===== config.mk =====
export PLATFORM = sky130hd
export DESIGN_NAME = spart_rx_flat
export DESIGN_NICKNAME = d
export VERILOG_FILES = /design/src/rtl/spart_rx_if.sv /design/src/rtl/spart_rx.sv /design/src/flat_wrapper.sv
export SDC_FILE = /design/constraint.sdc
export NUM_CORES = 1
export LEC_CHECK = 0
export BUFFER_PORTS_ARGS = -buffer_cell sky130_fd_sc_hd__buf_2
export CORE_UTILIZATION = 50
export DETAILED_ROUTE_END_ITERATION = 8
export PLACE_DENSITY = 0.77
export SLEW_MARGIN = 20
export SYNTH_ARGS = -nofsm -noshare
export SYNTH_HDL_FRONTEND = slang
export SYNTH_SLANG_ARGS = --single-unit

===== constraint.sdc =====
create_clock -name clk -period 1.6 [get_ports clk]
set_input_delay 0.32 -clock clk [delete_from_list [all_inputs] [get_ports clk]]
set_output_delay 0.32 -clock clk [all_outputs]
set_load 0.03 [all_outputs]

===== src/rtl/spart_rx_if.sv =====
`default_nettype none
// +-------------------------------------------------------------------------+
// | spart_rx_if : serial-line and bus-side bundle of the SPART receiver     |
// | Rev 1.0                                                                 |
// +-------------------------------------------------------------------------+
interface spart_rx_if #(
  parameter int DATA_BITS = 8
);
  logic                 rxd;
  logic                 rate_en;
  logic                 rd_data;
  logic [DATA_BITS-1:0] rx_data;
  logic                 rda;
  logic                 framing_err;
  logic                 overrun;
`ifdef RX_PARITY_EN
  logic                 parity_err;
`endif

  modport master (
    output rxd, rate_en, rd_data,
    input  rx_data, rda, framing_err, overrun
`ifdef RX_PARITY_EN
    , input parity_err
`endif
  );

  modport slave (
    input  rxd, rate_en, rd_data,
    output rx_data, rda, framing_err, overrun
`ifdef RX_PARITY_EN
    , output parity_err
`endif
  );
endinterface : spart_rx_if
`default_nettype wire


===== src/rtl/spart_rx.sv =====
`default_nettype none
// +-------------------------------------------------------------------------+
// | spart_rx : 8N1 receiver, 16x oversampled, one-byte holding register.    |
// | Define RX_PARITY_EN for 8E1 framing with parity_err.   Rev 1.0          |
// +-------------------------------------------------------------------------+
module spart_rx #(
  parameter int OVERSAMPLE  = 16,
  parameter int DATA_BITS   = 8,
  parameter int SYNC_STAGES = 2
) (
  input  wire logic clk,
  input  wire logic rst_n,
  spart_rx_if.slave bus_if
);
  localparam int TW = $clog2(OVERSAMPLE);
  localparam int BW = (DATA_BITS > 1) ? $clog2(DATA_BITS) : 1;
  localparam logic [TW-1:0] TICK_HALF = TW'(OVERSAMPLE / 2 - 1);
  localparam logic [TW-1:0] TICK_LAST = TW'(OVERSAMPLE - 1);
  localparam logic [BW-1:0] BIT_LAST  = BW'(DATA_BITS - 1);

  typedef enum logic [2:0] {
    ST_IDLE   = 3'd0,
    ST_START  = 3'd1,
    ST_DATA   = 3'd2,
`ifdef RX_PARITY_EN
    ST_PARITY = 3'd5,
`endif
    ST_STOP   = 3'd3,
    ST_BRK    = 3'd4
  } state_e;

  state_e                 state_q, state_d;
  logic [SYNC_STAGES-1:0] sync_q;
  logic                   rxs;
  logic [TW-1:0]          tcnt_q, tcnt_d;
  logic [BW-1:0]          bcnt_q, bcnt_d;
  logic [DATA_BITS-1:0]   shift_q, shift_d;
  logic                   commit;
  logic [DATA_BITS-1:0]   rx_data_q, rx_data_d;
  logic                   rda_q, rda_d;
  logic                   fe_q, fe_d;
  logic                   ov_q, ov_d;
`ifdef RX_PARITY_EN
  logic                   par_q, par_d;
  logic                   pe_q, pe_d;
`endif

  // Synchronizer idles high so reset never looks like a start edge.
  always_ff @(posedge clk or negedge rst_n) begin
    if (!rst_n) sync_q <= '1;
    else        sync_q <= {sync_q[SYNC_STAGES-2:0], bus_if.rxd};
  end
  assign rxs = sync_q[SYNC_STAGES-1];

  always_ff @(posedge clk or negedge rst_n) begin
    if (!rst_n) begin
      state_q   <= ST_IDLE;
      tcnt_q    <= '0;
      bcnt_q    <= '0;
      shift_q   <= '0;
      rx_data_q <= '0;
      rda_q     <= 1'b0;
      fe_q      <= 1'b0;
      ov_q      <= 1'b0;
`ifdef RX_PARITY_EN
      par_q     <= 1'b0;
      pe_q      <= 1'b0;
`endif
    end else begin
      state_q   <= state_d;
      tcnt_q    <= tcnt_d;
      bcnt_q    <= bcnt_d;
      shift_q   <= shift_d;
      rx_data_q <= rx_data_d;
      rda_q     <= rda_d;
      fe_q      <= fe_d;
      ov_q      <= ov_d;
`ifdef RX_PARITY_EN
      par_q     <= par_d;
      pe_q      <= pe_d;
`endif
    end
  end

  always_comb begin
    state_d = state_q;
    tcnt_d  = tcnt_q;
    bcnt_d  = bcnt_q;
    shift_d = shift_q;
    commit  = 1'b0;
`ifdef RX_PARITY_EN
    par_d   = par_q;
`endif
    unique case (state_q)
      ST_IDLE: begin
        if (!rxs) begin
          state_d = ST_START;
          tcnt_d  = '0;
        end
      end
      ST_START: begin
        if (bus_if.rate_en) begin
          if (tcnt_q == TICK_HALF) begin
            tcnt_d  = '0;
            bcnt_d  = '0;
            state_d = rxs ? ST_IDLE : ST_DATA;
          end else begin
            tcnt_d = tcnt_q + TW'(1);
          end
        end
      end
      ST_DATA: begin
        if (bus_if.rate_en) begin
          if (tcnt_q == TICK_LAST) begin
            tcnt_d  = '0;
            shift_d = {rxs, shift_q[DATA_BITS-1:1]};
            if (bcnt_q == BIT_LAST) begin
              bcnt_d  = '0;
`ifdef RX_PARITY_EN
              state_d = ST_PARITY;
`else
              state_d = ST_STOP;
`endif
            end else begin
              bcnt_d = bcnt_q + BW'(1);
            end
          end else begin
            tcnt_d = tcnt_q + TW'(1);
          end
        end
      end
`ifdef RX_PARITY_EN
      ST_PARITY: begin
        if (bus_if.rate_en) begin
          if (tcnt_q == TICK_LAST) begin
            tcnt_d  = '0;
            par_d   = rxs;
            state_d = ST_STOP;
          end else begin
            tcnt_d = tcnt_q + TW'(1);
          end
        end
      end
`endif
      ST_STOP: begin
        if (bus_if.rate_en) begin
          if (tcnt_q == TICK_LAST) begin
            tcnt_d  = '0;
            commit  = 1'b1;
            state_d = rxs ? ST_IDLE : ST_BRK;
          end else begin
            tcnt_d = tcnt_q + TW'(1);
          end
        end
      end
      // A held-low line must go high before another start can be seen.
      ST_BRK: begin
        if (rxs) state_d = ST_IDLE;
      end
      default: state_d = ST_IDLE;
    endcase
  end

  // A read in the commit cycle frees the holding register for the new frame.
  always_comb begin
    rx_data_d = rx_data_q;
    rda_d     = rda_q;
    fe_d      = fe_q;
    ov_d      = ov_q;
`ifdef RX_PARITY_EN
    pe_d      = pe_q;
`endif
    if (commit) begin
      if (!rda_q || bus_if.rd_data) begin
        rx_data_d = shift_q;
        rda_d     = 1'b1;
        fe_d      = ~rxs;
        ov_d      = 1'b0;
`ifdef RX_PARITY_EN
        pe_d      = (^shift_q) ^ par_q;
`endif
      end else begin
        ov_d = 1'b1;
      end
    end else if (bus_if.rd_data && rda_q) begin
      rda_d = 1'b0;
      fe_d  = 1'b0;
      ov_d  = 1'b0;
`ifdef RX_PARITY_EN
      pe_d  = 1'b0;
`endif
    end
  end

  assign bus_if.rx_data     = rx_data_q;
  assign bus_if.rda         = rda_q;
  assign bus_if.framing_err = fe_q;
  assign bus_if.overrun     = ov_q;
`ifdef RX_PARITY_EN
  assign bus_if.parity_err  = pe_q;
`endif

endmodule : spart_rx
`default_nettype wire


===== src/flat_wrapper.sv =====
// flat-port wrapper written by rule: the top's interface ports become plain ports
module spart_rx_flat 
#(
  parameter int OVERSAMPLE  = 16,
  parameter int DATA_BITS   = 8,
  parameter int SYNC_STAGES = 2
)
  (clk, rst_n, bus_if_rxd, bus_if_rate_en, bus_if_rd_data, bus_if_rx_data, bus_if_rda, bus_if_framing_err, bus_if_overrun);
  spart_rx_if #(.DATA_BITS(DATA_BITS)) bus_if_i ();
  input  wire logic clk;
  input  wire logic rst_n;
  input wire logic [$bits(bus_if_i.rxd)-1:0] bus_if_rxd;
  input wire logic [$bits(bus_if_i.rate_en)-1:0] bus_if_rate_en;
  input wire logic [$bits(bus_if_i.rd_data)-1:0] bus_if_rd_data;
  output wire logic [$bits(bus_if_i.rx_data)-1:0] bus_if_rx_data;
  output wire logic [$bits(bus_if_i.rda)-1:0] bus_if_rda;
  output wire logic [$bits(bus_if_i.framing_err)-1:0] bus_if_framing_err;
  output wire logic [$bits(bus_if_i.overrun)-1:0] bus_if_overrun;
  assign bus_if_i.rxd = bus_if_rxd;
  assign bus_if_i.rate_en = bus_if_rate_en;
  assign bus_if_i.rd_data = bus_if_rd_data;
  assign bus_if_rx_data = bus_if_i.rx_data;
  assign bus_if_rda = bus_if_i.rda;
  assign bus_if_framing_err = bus_if_i.framing_err;
  assign bus_if_overrun = bus_if_i.overrun;
  spart_rx #(.OVERSAMPLE(OVERSAMPLE), .DATA_BITS(DATA_BITS), .SYNC_STAGES(SYNC_STAGES)) u_core (.clk(clk), .rst_n(rst_n), .bus_if(bus_if_i));
endmodule

==> flow_summary_export.csv <==
group,metric,value,unit
routing,routedWlPerCell,14.81,um
yosys,synth_top_area_share,0.5083,
timing,finalCritPeriodShare,1.058,
floorplanning,start_util,0.5222,
floorplanning,die-area,3073,sq um
yosys,syn-num-nets,123,
worst_setup_path,crit_family,"compound AO/OA/AOI/OAI gates",
worst_setup_path,arrival,1.92,ns
pwr,internal-power,1.576,mW
worst_setup_path,critPathBufInv,0,
worst_setup_path,worst-path-max-fanout,2,
yosys,synth_edf_count,0,
grt,overflow,0,
cells_and_area,regArea,779.5,sq um
cells_and_area,nFillCells,216,
flow_run,maxCapViolations,0,
placed_design,dpl.hpwl,1802,um
placed_design,gp_congestion,0.8084,
cells_and_area,utilization,0.6316,
worst_setup_path,cp-start-kind,"flop",
clocking,clock_latency,0.33,ns
worst_setup_path,crit_start,"u_core.bcnt_q[0]",
yosys,yosys-top-cells-count,"dfrtp_1 (29), mux2_2 (16), inv_1 (7), nor2_1 (6), o21ai_0 (5)",
yosys,post_synth_fa_ha_maj_area_fraction,0.02629,
timing,maxSlewViolCount,0,
yosys,yosysUniqueCellTypes,35,
cells_and_area,syn2layout_area_growth,20.95,%
yosys,synth-seq-cells,31,
routing,via_count,989,
worst_setup_path,critPathRequiredTime,1.83,ns
cells_and_area,multi_input_area,648.1,sq um
yosys,syn_inst,115,
pwr,power,2.396,mW
grt,grt_max_degree,32,
worst_setup_path,worstSetupPathType,"flop to flop",
yosys,synth_warnings,0,
pwr,seqPwrFrac,0.422,
pwr,p_leak,0.8386,nW
clocking,root_buffer,"clkbuf_4",
yosys,synth.avg_cell_area,12.41,sq um
worst_setup_path,endpoint_kind,"flop",
routing,viasPerCell,5.619,
placed_design,port_buffers,15,
yosys,synth_xor_area_frac,0.01227,
yosys,synth_ff_type,"dfrtp_1",
grt,grt_pass1_wl,4519,um
worst_setup_path,slowest_delay,0.40,ns
clocking,cts-buffers-inserted,5,
yosys,synth_area_leaders,"dfrtp_1 (51%), mux2_2 (13%), dfstp_2 (3.7%), ha_1 (2.6%), a22o_1 (2.5%)",
clocking,clockBufferDepth,2,
timing,setup_viol,10,
pwr,switching_share,0.3423,
hold_path,hp-class,"input pin to asynchronous set/reset pin",
timing,setup_ws,-0.09262,ns
worst_setup_path,worstPathCellList,"ha_2, ha_4, a21o_1, a211oi_2, nor3_2, mux2_4",
timing,worst_slew_pin_slew,0.6799,ns
timing,rsz0062_at_grt,"yes",
yosys,synthesis.area,1428,sq um
yosys,synth_compound_area_frac,0.1288,
timing,hold_slack,0.009458,ns
clocking,htreeDepth,2,
floorplanning,die_height,55.44,um
yosys,synth_area_leader_cell,"dfrtp_1",
clocking,cts.sinks,31,
floorplanning,fp.dieW,55.44,um
worst_setup_path,reg2reg_from,"u_core.bcnt_q[0]",
pwr,power_density,1387,nW/um^2
clocking,cts_tree,"yes",
clocking,postCtsSetupBuffers,0,
timing,min_period,1.693,ns
outcome,status,"finished with violations",
cells_and_area,drive_above_1_share,0.4621,
grt,antenna_found_initial,0,
floorplanning,core-area,2734,sq um
clocking,cts.clk_slew.worst_paths,0.10,ns
clocking,ctsHoldBuffers,0,
timing,worst_clock_skew,0.01220,ns
grt,grt_pass1_vias,1002,
yosys,ys_async_sr_fraction,1.000,
pwr,power_frac_comb,0.357,
timing,slew_headroom,0.5467,
timing,final_hold_viol_count,0,
yosys,synthMuxAreaShare,0.1367,
floorplanning,std_cell_rows,19,
pwr,ir_drop,940.4,uV
yosys,ys_seq_area_frac,0.5451,
routing,route.antenna.remaining_nets,0,
worst_setup_path,slowest_stage,"dfrtp_1",
floorplanning,io_pins,16,
grt,track_usage,0.1919,
pwr,p_sw,0.8201,mW
cells_and_area,diodes,0,
routing,drt_iter0_markers,19,
timing,fmax,590.8,MHz
cells_and_area,finalNetCount,152,
pwr,clockPowerShare,0.222,
yosys,yosys.area_share.simple,0.1113,
yosys,synth_top_family_by_area,"multiplexers",
outcome,violations,"negative setup slack",
yosys,yosysMostFrequentCell,"dfrtp_1",
routing,wl,2606,um
routing,first_pass_iters,4,
routing,route.detailed.drc,0,
==> registers in the layout, indices dropped and copies added (netlist names) <==
register                   flops
u_core.shift_q                 8
u_core.state_q                 3
u_core.tcnt_q                  4
u_core.bus_if.framing_err      1
u_core.bus_if.rx_data          8
u_core.bcnt_q                  3
u_core.sync_q                  2
u_core.bus_if.overrun          1
u_core.bus_if.rda              1
==> power by group through the flow <==
| stage | registers [mW] | logic [mW] | clock network, mW |
|---|---|---|---|
| global route | 1.02 | 0.950 | 0.583 |
| finish | 1.01 | 0.854 | 0.531 |
| detailed placement | 1.01 | 0.800 | 0 |
| global placement | 1.00 | 0.760 | 0 |
| floorplan | 1.02 | 0.541 | 0 |
| CTS | 0.994 | 0.803 | 0.550 |
==> path summary, 6_finish.rpt <==
path                                          end  slack (ns)  cells after the start
worst min register to register   u_core.sync_q[1]        0.36                      0
max in group asynchronous       u_core.state_q[1]        1.11                      1
worst min-delay path             u_core.bcnt_q[0]       0.009                      1
worst max register to register  u_core.state_q[0]       -0.09                      6
worst max-delay path            u_core.state_q[0]       -0.09                      6
min in group clk                 u_core.sync_q[0]        0.09                      1
==> final cells by class <==
class / count / area share
repair buffers: 26 / 0.09348
flip-flops and latches: 31 / 0.4514
clock buffers: 7 / 0.03768
clock inverters: 1 / 0.004348
well taps: 31 / 0.02246
inverters: 7 / 0.01522
multi-input cells: 73 / 0.3754
==> cell families (layout without fill, tap and decap cells) <==
group           after synthesis  after routing
simple gates                 25             25
fa+ha+maj                     3              3
buf+inv                      11             41
xor+xnor                      2              2
compound gates               26             26
mux                          17             17
flops                        31             31
==> cells in the final DEF, fill, tap and decap left out, types with 2 or more instances in the layout <==
cell type and n:
dfrtp_1 28, a22o_1 4, clkbuf_4 5, ha_4 2
dfstp_2 2, o21ai_0 5, inv_1 7, or3b_1 2
buf_2 15, a21oi_1 4, a21o_1 2, mux2_2 16
clkbuf_8 2, buf_4 10, nand2_1 4, nor2_1 6
nand2b_1 2, nand3_1 2, o22ai_1 2
==> per-stage QoR <==
stage	std cells	setup WS [ns]	area, sq um	TNS [ns]
final	176	-0.09262	1727	-0.2509
after global routing	176	-0.1416	1727	-1.499
after global placement	168	-0.02830	1607	-0.02861
after floorplan	115	0.002410	1440	0
after detailed placement	168	-0.06153	1607	-0.3399
after CTS	176	-0.08411	1689	-0.4556
==> what timing repair did <==
action | 4_1_cts | 5_1_grt
endpoints found under the hold margin | 0 | 0
pin swaps | 0 | 5
endpoints found under the setup margin | 10 | 23
gates resized for setup | 1 | 7
==> routing by layer <==
layer | track usage | up-vias | routed length [um]
met4 | 0.09643 | 0 | 54
li1 | - | 471 | -
met1 | 0.2387 | 494 | 1216
met3 | 0.05621 | 7 | 87
met5 | 0 | - | 0
met2 | 0.3046 | 17 | 1248
Power figures use the tool's default switching activity.
